<file path="config.mk">
export PLATFORM = sky130hd
export DESIGN_NAME = axi_lite_ring_writer_flat
export DESIGN_NICKNAME = d
export VERILOG_FILES = /design/src/rtl/axi_lite_ring_writer_pkg.sv /design/src/rtl/axi_lite_ring_writer_if.sv /design/src/rtl/axi_lite_ring_writer_sync_fifo.sv /design/src/rtl/axi_lite_ring_writer.sv /design/src/flat_wrapper.sv
export SDC_FILE = /design/constraint.sdc
export NUM_CORES = 1
export LEC_CHECK = 0
export ABC_AREA = 1
export BUFFER_PORTS_ARGS = -buffer_cell sky130_fd_sc_hd__buf_2
export CAP_MARGIN = 10
export CORE_ASPECT_RATIO = 1.2
export CORE_MARGIN = 2
export CORE_UTILIZATION = 57
export DETAILED_ROUTE_END_ITERATION = 16
export PLACE_DENSITY = 0.77
export SETUP_SLACK_MARGIN = 0.1
export SLEW_MARGIN = 30
export SYNTH_ARGS = -nofsm -noshare
export SYNTH_HDL_FRONTEND = slang
export SYNTH_SLANG_ARGS = --single-unit
</file>
<file path="constraint.sdc">
create_clock -name aclk -period 6 [get_ports aclk]
set_input_delay 1.2 -clock aclk [delete_from_list [all_inputs] [get_ports aclk]]
set_output_delay 1.2 -clock aclk [all_outputs]
set_load 0.01 [all_outputs]
</file>
<file path="src/rtl/axi_lite_ring_writer_pkg.sv">
// Shared types and constants for the axi_lite_ring_writer slice.
package ring_writer_pkg;

    typedef enum logic [1:0] {
        IDLE,
        ADDR_DATA,
        RESP
    } state_t;

    localparam logic [1:0] AXI_RESP_OKAY = 2'b00;
    localparam logic [3:0] WSTRB_ALL     = 4'hF;

endpackage

</file>
<file path="src/rtl/axi_lite_ring_writer_if.sv">
// AXI4-Lite bundle used between the ring writer (m) and the HP0 slave (s).
interface axi4_lite_if #(
    parameter int ADDR_W = 32,
    parameter int DATA_W = 32
);
    logic [ADDR_W-1:0]   awaddr;
    logic [2:0]          awprot;
    logic                awvalid;
    logic                awready;
    logic [DATA_W-1:0]   wdata;
    logic [DATA_W/8-1:0] wstrb;
    logic                wvalid;
    logic                wready;
    logic [1:0]          bresp;
    logic                bvalid;
    logic                bready;
    logic [ADDR_W-1:0]   araddr;
    logic [2:0]          arprot;
    logic                arvalid;
    logic                arready;
    logic [DATA_W-1:0]   rdata;
    logic [1:0]          rresp;
    logic                rvalid;
    logic                rready;

    modport m (
        output awaddr, awprot, awvalid, input awready,
        output wdata, wstrb, wvalid, input wready,
        input bresp, bvalid, output bready,
        output araddr, arprot, arvalid, input arready,
        input rdata, rresp, rvalid, output rready
    );

    modport s (
        input awaddr, awprot, awvalid, output awready,
        input wdata, wstrb, wvalid, output wready,
        output bresp, bvalid, input bready,
        input araddr, arprot, arvalid, output arready,
        output rdata, rresp, rvalid, input rready
    );
endinterface

</file>
<file path="src/rtl/axi_lite_ring_writer_sync_fifo.sv">
// Show-ahead synchronous FIFO; pointers carry an extra wrap bit for full/empty.
module sync_fifo #(
    parameter int DATA_W = 32,
    parameter int DEPTH  = 16
) (
    input  logic              aclk,
    input  logic              areset,
    input  logic              wr_en,
    input  logic [DATA_W-1:0] wr_data,
    input  logic              rd_en,
    output logic [DATA_W-1:0] rd_data,
    output logic              full,
    output logic              empty
);
    localparam int AW = $clog2(DEPTH);

    logic [DATA_W-1:0] mem [DEPTH];
    logic [AW:0]       wr_ptr;
    logic [AW:0]       rd_ptr;

    assign empty   = (wr_ptr == rd_ptr);
    assign full    = (wr_ptr[AW] != rd_ptr[AW]) && (wr_ptr[AW-1:0] == rd_ptr[AW-1:0]);
    assign rd_data = mem[rd_ptr[AW-1:0]];

    always_ff @(posedge aclk or posedge areset) begin
        if (areset) begin
            wr_ptr <= '0;
            rd_ptr <= '0;
        end else begin
            if (wr_en && !full)
                wr_ptr <= wr_ptr + (AW+1)'(1);
            if (rd_en && !empty)
                rd_ptr <= rd_ptr + (AW+1)'(1);
        end
    end

    always_ff @(posedge aclk) begin
        if (wr_en && !full)
            mem[wr_ptr[AW-1:0]] <= wr_data;
    end
endmodule

</file>
<file path="src/rtl/axi_lite_ring_writer.sv">
// Stream-to-DDR ring writer issuing single-beat AXI4-Lite writes.
// Optional interrupt output enabled by defining RING_WR_IRQ_EN.
module axi_lite_ring_writer
    import ring_writer_pkg::*;
#(
    parameter int ADDR_W     = 32,
    parameter int DATA_W     = 32,
    parameter int IDX_W      = 16,
    parameter int FIFO_DEPTH = 16
) (
    input  logic              aclk,
    input  logic              areset,
    input  logic              enable,
    input  logic [ADDR_W-1:0] base_addr,
    input  logic [IDX_W-1:0]  ring_len,
    input  logic [DATA_W-1:0] s_data,
    input  logic              s_valid,
    output logic              s_ready,
    output logic [IDX_W-1:0]  wr_idx,
    output logic [15:0]       wrap_cnt,
    output logic              busy,
    output logic              err,
    input  logic              err_clr,
`ifdef RING_WR_IRQ_EN
    input  logic [IDX_W-1:0]  irq_thresh,
    input  logic              irq_ack,
    output logic              irq,
`endif
    axi4_lite_if.m            axi
);
    state_t            state_q, state_d;
    logic              fifo_full, fifo_empty, fifo_wr;
    logic [DATA_W-1:0] fifo_dout;
    logic              ring_on;
    logic              awvalid_q, awvalid_d, wvalid_q, wvalid_d, bready_q, bready_d;
    logic              start, b_done;
    logic [ADDR_W-1:0] awaddr_q, addr_next;
    logic [DATA_W-1:0] wdata_q;
    logic [IDX_W:0]    idx_inc;
    logic [IDX_W-1:0]  idx_next;
    logic              wrap;

    assign ring_on = (ring_len != '0);
    // Gated by reset so the stream side reports not-ready while held in reset.
    assign s_ready = ~areset & ~fifo_full & ring_on;
    assign fifo_wr = s_valid & s_ready;
    assign busy    = (state_q != IDLE) | ~fifo_empty;

    sync_fifo #(.DATA_W(DATA_W), .DEPTH(FIFO_DEPTH)) u_fifo (
        .aclk    (aclk),
        .areset  (areset),
        .wr_en   (fifo_wr),
        .wr_data (s_data),
        .rd_en   (start),
        .rd_data (fifo_dout),
        .full    (fifo_full),
        .empty   (fifo_empty)
    );

    always_comb begin
        state_d   = state_q;
        awvalid_d = awvalid_q;
        wvalid_d  = wvalid_q;
        bready_d  = bready_q;
        start     = 1'b0;
        b_done    = 1'b0;
        unique case (state_q)
            IDLE: begin
                if (enable && !fifo_empty && ring_on) begin
                    start     = 1'b1;
                    awvalid_d = 1'b1;
                    wvalid_d  = 1'b1;
                    state_d   = ADDR_DATA;
                end
            end
            ADDR_DATA: begin
                awvalid_d = awvalid_q & ~axi.awready;
                wvalid_d  = wvalid_q & ~axi.wready;
                if (!awvalid_d && !wvalid_d) begin
                    bready_d = 1'b1;
                    state_d  = RESP;
                end
            end
            RESP: begin
                if (axi.bvalid) begin
                    b_done   = 1'b1;
                    bready_d = 1'b0;
                    state_d  = IDLE;
                end
            end
            default: state_d = IDLE;
        endcase
    end

    always_ff @(posedge aclk or posedge areset) begin
        if (areset) begin
            state_q   <= IDLE;
            awvalid_q <= 1'b0;
            wvalid_q  <= 1'b0;
            bready_q  <= 1'b0;
        end else begin
            state_q   <= state_d;
            awvalid_q <= awvalid_d;
            wvalid_q  <= wvalid_d;
            bready_q  <= bready_d;
        end
    end

    // Wrap on >= so a ring shrunk below the current index snaps back to 0.
    assign idx_inc   = {1'b0, wr_idx} + (IDX_W+1)'(1);
    assign wrap      = (idx_inc >= {1'b0, ring_len});
    assign idx_next  = wrap ? '0 : idx_inc[IDX_W-1:0];
    assign addr_next = {base_addr[ADDR_W-1:2], 2'b00} + ADDR_W'({wr_idx, 2'b00});

    always_ff @(posedge aclk or posedge areset) begin
        if (areset) begin
            awaddr_q <= '0;
            wdata_q  <= '0;
            wr_idx   <= '0;
            wrap_cnt <= '0;
            err      <= 1'b0;
        end else begin
            if (start) begin
                awaddr_q <= addr_next;
                wdata_q  <= fifo_dout;
            end
            if (b_done) begin
                wr_idx <= idx_next;
                if (wrap)
                    wrap_cnt <= wrap_cnt + 16'd1;
            end
            if (b_done && axi.bresp != AXI_RESP_OKAY)
                err <= 1'b1;
            else if (err_clr)
                err <= 1'b0;
        end
    end

`ifdef RING_WR_IRQ_EN
    always_ff @(posedge aclk or posedge areset) begin
        if (areset)
            irq <= 1'b0;
        else if (b_done && (wrap || idx_next == irq_thresh))
            irq <= 1'b1;
        else if (irq_ack)
            irq <= 1'b0;
    end
`endif

    assign axi.awaddr  = awaddr_q;
    assign axi.awprot  = 3'b000;
    assign axi.awvalid = awvalid_q;
    assign axi.wdata   = wdata_q;
    assign axi.wstrb   = WSTRB_ALL;
    assign axi.wvalid  = wvalid_q;
    assign axi.bready  = bready_q;
    assign axi.araddr  = '0;
    assign axi.arprot  = 3'b000;
    assign axi.arvalid = 1'b0;
    assign axi.rready  = 1'b1;

    logic unused_inputs;
    assign unused_inputs = ^{base_addr[1:0], axi.arready, axi.rdata, axi.rresp, axi.rvalid};
endmodule

</file>
<file path="src/flat_wrapper.sv">
// flat-port wrapper written by rule: the top's interface ports become plain ports
module axi_lite_ring_writer_flat import ring_writer_pkg::*;
#(
    parameter int ADDR_W     = 32,
    parameter int DATA_W     = 32,
    parameter int IDX_W      = 16,
    parameter int FIFO_DEPTH = 16
)
  (aclk, areset, enable, base_addr, ring_len, s_data, s_valid, s_ready, wr_idx, wrap_cnt, busy, err, err_clr, axi_awaddr, axi_awprot, axi_awvalid, axi_awready, axi_wdata, axi_wstrb, axi_wvalid, axi_wready, axi_bresp, axi_bvalid, axi_bready, axi_araddr, axi_arprot, axi_arvalid, axi_arready, axi_rdata, axi_rresp, axi_rvalid, axi_rready);
  axi4_lite_if #(.ADDR_W(ADDR_W), .DATA_W(DATA_W)) axi_i ();
  input  logic aclk;
  input  logic areset;
  input  logic enable;
  input  logic [ADDR_W-1:0] base_addr;
  input  logic [IDX_W-1:0] ring_len;
  input  logic [DATA_W-1:0] s_data;
  input  logic s_valid;
  output logic s_ready;
  output logic [IDX_W-1:0] wr_idx;
  output logic [15:0] wrap_cnt;
  output logic busy;
  output logic err;
  input  logic err_clr;
  output wire logic [$bits(axi_i.awaddr)-1:0] axi_awaddr;
  output wire logic [$bits(axi_i.awprot)-1:0] axi_awprot;
  output wire logic [$bits(axi_i.awvalid)-1:0] axi_awvalid;
  input wire logic [$bits(axi_i.awready)-1:0] axi_awready;
  output wire logic [$bits(axi_i.wdata)-1:0] axi_wdata;
  output wire logic [$bits(axi_i.wstrb)-1:0] axi_wstrb;
  output wire logic [$bits(axi_i.wvalid)-1:0] axi_wvalid;
  input wire logic [$bits(axi_i.wready)-1:0] axi_wready;
  input wire logic [$bits(axi_i.bresp)-1:0] axi_bresp;
  input wire logic [$bits(axi_i.bvalid)-1:0] axi_bvalid;
  output wire logic [$bits(axi_i.bready)-1:0] axi_bready;
  output wire logic [$bits(axi_i.araddr)-1:0] axi_araddr;
  output wire logic [$bits(axi_i.arprot)-1:0] axi_arprot;
  output wire logic [$bits(axi_i.arvalid)-1:0] axi_arvalid;
  input wire logic [$bits(axi_i.arready)-1:0] axi_arready;
  input wire logic [$bits(axi_i.rdata)-1:0] axi_rdata;
  input wire logic [$bits(axi_i.rresp)-1:0] axi_rresp;
  input wire logic [$bits(axi_i.rvalid)-1:0] axi_rvalid;
  output wire logic [$bits(axi_i.rready)-1:0] axi_rready;
  assign axi_awaddr = axi_i.awaddr;
  assign axi_awprot = axi_i.awprot;
  assign axi_awvalid = axi_i.awvalid;
  assign axi_i.awready = axi_awready;
  assign axi_wdata = axi_i.wdata;
  assign axi_wstrb = axi_i.wstrb;
  assign axi_wvalid = axi_i.wvalid;
  assign axi_i.wready = axi_wready;
  assign axi_i.bresp = axi_bresp;
  assign axi_i.bvalid = axi_bvalid;
  assign axi_bready = axi_i.bready;
  assign axi_araddr = axi_i.araddr;
  assign axi_arprot = axi_i.arprot;
  assign axi_arvalid = axi_i.arvalid;
  assign axi_i.arready = axi_arready;
  assign axi_i.rdata = axi_rdata;
  assign axi_i.rresp = axi_rresp;
  assign axi_i.rvalid = axi_rvalid;
  assign axi_rready = axi_i.rready;
  axi_lite_ring_writer #(.ADDR_W(ADDR_W), .DATA_W(DATA_W), .IDX_W(IDX_W), .FIFO_DEPTH(FIFO_DEPTH)) u_core (.aclk(aclk), .areset(areset), .enable(enable), .base_addr(base_addr), .ring_len(ring_len), .s_data(s_data), .s_valid(s_valid), .s_ready(s_ready), .wr_idx(wr_idx), .wrap_cnt(wrap_cnt), .busy(busy), .err(err), .err_clr(err_clr), .axi(axi_i));
endmodule
</file>
==> results.md <==
* Top post-synthesis cells by count: 512 x edfxtp_1, 496 x nand2_1, 402 x nor2_1
* Worst Setup End Kind: primary output
* Post-synth EDFFs at 512
* Count leader, synth: edfxtp_1
* Die height at 244 um
* Hold endpoint: u_core.axi.wdata[15]
* Arrival @ worst endpoint at 2.41 ns
* Number of gates resized after cts at 0
* First DRT Iteration DRCs at 1898
* Synthesized area at 0.0275 mm2
* Xor-xnor portion of the synthesized cell area at 1.56%
* FF-to-FF End: u_core.axi.wdata[29]
* Clock root cell: clkbuf_16
* PwrDens at 429 mW/mm2
* Ys flop type: edfxtp_1
* Cell Count, Final, Fillers Out at approximately 3400
* Simple-gate share of the synthesized area at 16.3%
* Slowest CP cell: dfrtp_4
* Vias post-DR at 20000
* Final setup viols at 0
* Crit Path Max Fanout at 58
* Final hold vios at 0
* Yosys top cell area share at between 50% and 60%
* Initial antenna violation count at 7
* Tightest Pin Transition at 0.964 ns
* Starting Density at 57.5%
* Yosys cell types at 36
* Maxcap violations at 0
* DRC at 0
* Setup TNS at 0 ns
* Mean number of vias per cell at 5.88
* Number of hold buffers added after cts at 0
* H-tree depth at 2
* Post-DP HPWL at 40000 um
* Max IR drop VDD at between 0.4 and 0.5 mV
* Min-delay src: u_core.axi.wdata[15]
* Clk_lat worst skew at 0.63 ns
* Global-route wire length before repair at 105000 um
* Post-synthesis cell count at between 2000 and 3000
* Clock Tree Buf Depth at 3
* Post-synthesis sequential area ratio at 66.0%
* P_leak at 12.1 nW
* WP buf/inv at 2
* Layout cells sized above 1 at 13.0%
* Layout area overhead at 12.5%
* Min Tclk post-route at approximately 3.6 ns
* Chip width at 204 um
* Yosys reg bits at 622
* Complex-gate fraction of the synthesized area at under 10%
* TritonCTS clock tree: done
* HP Class: reg -> reg
* Post-route antenna net violation count at 0
* Setup bufs post-CTS at 0
* Combinational family with the most area after synthesis: simple AND/OR/NAND/NOR gates
* Port-buffer cells at 187
* Leading area contributor after synthesis: edfxtp_1
* Core Rows at 88
* Final Cycle Share at 60.2%
* Vias in the first global route at roughly 19000
* Slew Limit Fails at 0
* Routability cong. at 0.896
* Type of origin of the critical path: register
* Top cells by area, synth: edfxtp_1 56%, dfrtp_1 10%, nand2_1 6.8%
* DRT Wirelength at 69500 um
* Worst hold stages at 2
* Worst R2R Path Depth at 10
* WL per Instance at 20.5 um
* Delay-heaviest family, CP: flip-flops
* Mux contribution to synthesized area at 0%
* Slew margin rel. at roughly 36%
* Number of synthesis warnings at 0
* I/O Pins at 272
* RSZ-0062 raised after global routing: no
* Worst path required time at 4.80 ns
* Max Freq at 277 MHz
* Combinational power share at 30.4%
* Status: complete, no violations
* 1st-pass router iterations at 6
* GRT overflow at 0
* Register-to-register setup slack at between 2 and 3 ns
* Sw Ratio at roughly a third
* Launching point of the worst reg2reg path: u_core.u_fifo.rd_ptr[1]
* CP cell instances: buf_12, nand2_1, a21oi_2, nand3b_1, and2_1, buf_2
* Core Area at 0.0478 mm2
* Placed cells at 3276
* Worst setup path class: reg -> out
* Sequential power share at 40.7%
* Pin count of the biggest net entering global routing at 258
* Nets at 2874
* Int Power at between 8 and 9 mW
* CTS sink count at 622
* Clock network power share at 29.0%
* Worst Skew at between 0.02 and 0.03 ns
* CTS buffer count at 58
* Fraction of registers with async set/reset at between 10% and 20%
* CP peak stage delay at 0.71 ns
* DIE AREA at 0.0499 mm2
* Adder-cell share of the synthesized area at about 1.9%
* Global Route Usage Sum at between 20% and 30%
* Syn Area/Cell at 10.8 um2
* Reg clk slew, reported paths at 0.06 ns
* Net switching power at around 4.7 mW
[worst register-to-register path, stage by stage, from the launching register on]
cell and delay [ns]:
dfrtp_4 0.71, buf_12 0.30, inv_2 0.06, nand2_1 0.07, a21oi_2 0.08, nand3_2 0.08
nand3_4 0.55, inv_2 0.99, buf_4 0.36, nand2_1 0.09, nand2_1 0.06
[layer usage]
layer  GRT usage, %  vias up  routed length, um
met5              0        -                 57
met2           45.7      967              34000
met1           35.7     9732              26700
met4           12.8        8               2880
met3           4.57      180               5770
li1               -     9073                  -
[flip-flops by register name, summed over array words and instances, names as in the netlist]
name                  cells
u_core.u_fifo.rd_ptr      5
u_core.axi.wvalid         1
u_core.u_fifo.mem       512
u_core.axi.wdata         32
u_core.err                1
u_core.axi.awvalid        1
u_core.axi.awaddr        30
u_core.axi.bready         1
u_core.state_q            2
u_core.u_fifo.wr_ptr      5
u_core.wrap_cnt          16
u_core.wr_idx            16
[power groups by stage]
stage          sequential, mW  combinational [mW]  clock (mW)
2_1_floorplan            5.48                2.71           0
3_3_place_gp             5.51                3.75           0
3_5_place_dp             5.52                3.90           0
4_1_cts                  5.44                3.93        3.88
5_1_grt                  5.43                4.46        4.05
6_report                 5.39                4.02        3.84
[worst max path at each step]
stage / from / to / slack (ns) / cells past startpoint
finish: u_core.u_fifo.rd_ptr[1] / s_ready / 2.39 / 6
global route: u_core.u_fifo.rd_ptr[1] / s_ready / 2.21 / 6
CTS: u_core.u_fifo.rd_ptr[1] / s_ready / 2.16 / 5
detailed placement: ring_len[4] / u_core.axi.wdata[2] / 1.89 / 10
global placement: ring_len[4] / u_core.axi.wdata[1] / 1.97 / 10
floorplan: ring_len[12] / u_core.u_fifo.mem[0][0] / 1.54 / 7
[cells by family (layout without fill, tap and decap cells)]
logic type      after synthesis  after routing
compound gates              438            438
xor+xnor                     49             49
fa+ha+maj                    40             40
buf+inv                     298            463
flops                       622            622
other cells                   2             50
simple gates               1100           1100
[stage by stage]
step / total power, mW / setup slack (ns) / hold WS, ns / utilization, % / area [um2]
final: 13.3 / 2.39 / 0.475 / 64.7 / 30900
after floorplan: 8.19 / 1.54 / 0.510 / - / 27600
after detailed placement: 9.43 / 1.89 / 0.459 / 60.3 / 28800
after global routing: 14.0 / 2.21 / 0.498 / 64.6 / 30900
after global placement: 9.26 / 1.97 / 0.459 / 60.3 / 28800
after CTS: 13.2 / 2.16 / 0.481 / 64.5 / 30800
[layout by cell type, fill, tap and decap left out, types with 65 or more instances in the layout]
| master | instances |
|---|---|
| buf_2 | 187 |
| dfrtp_1 | 107 |
| edfxtp_1 | 512 |
| inv_1 | 120 |
| nand2_1 | 496 |
| nand3_1 | 133 |
| nor2_1 | 397 |
| o211ai_1 | 65 |
| o21ai_0 | 285 |
| o22ai_1 | 65 |
[layout make-up]
type                    count  area, um2
fillers                  3544      16900
flip-flops and latches    622      18100
well taps                 630        788
clock buffers              79       1640
multi-input cells        1673       8150
inverters                 126        483
clock inverters            31        394
repair buffers            227       1300
diodes                      4       10.0
Note: power is estimated with default switching activity, not from simulation.
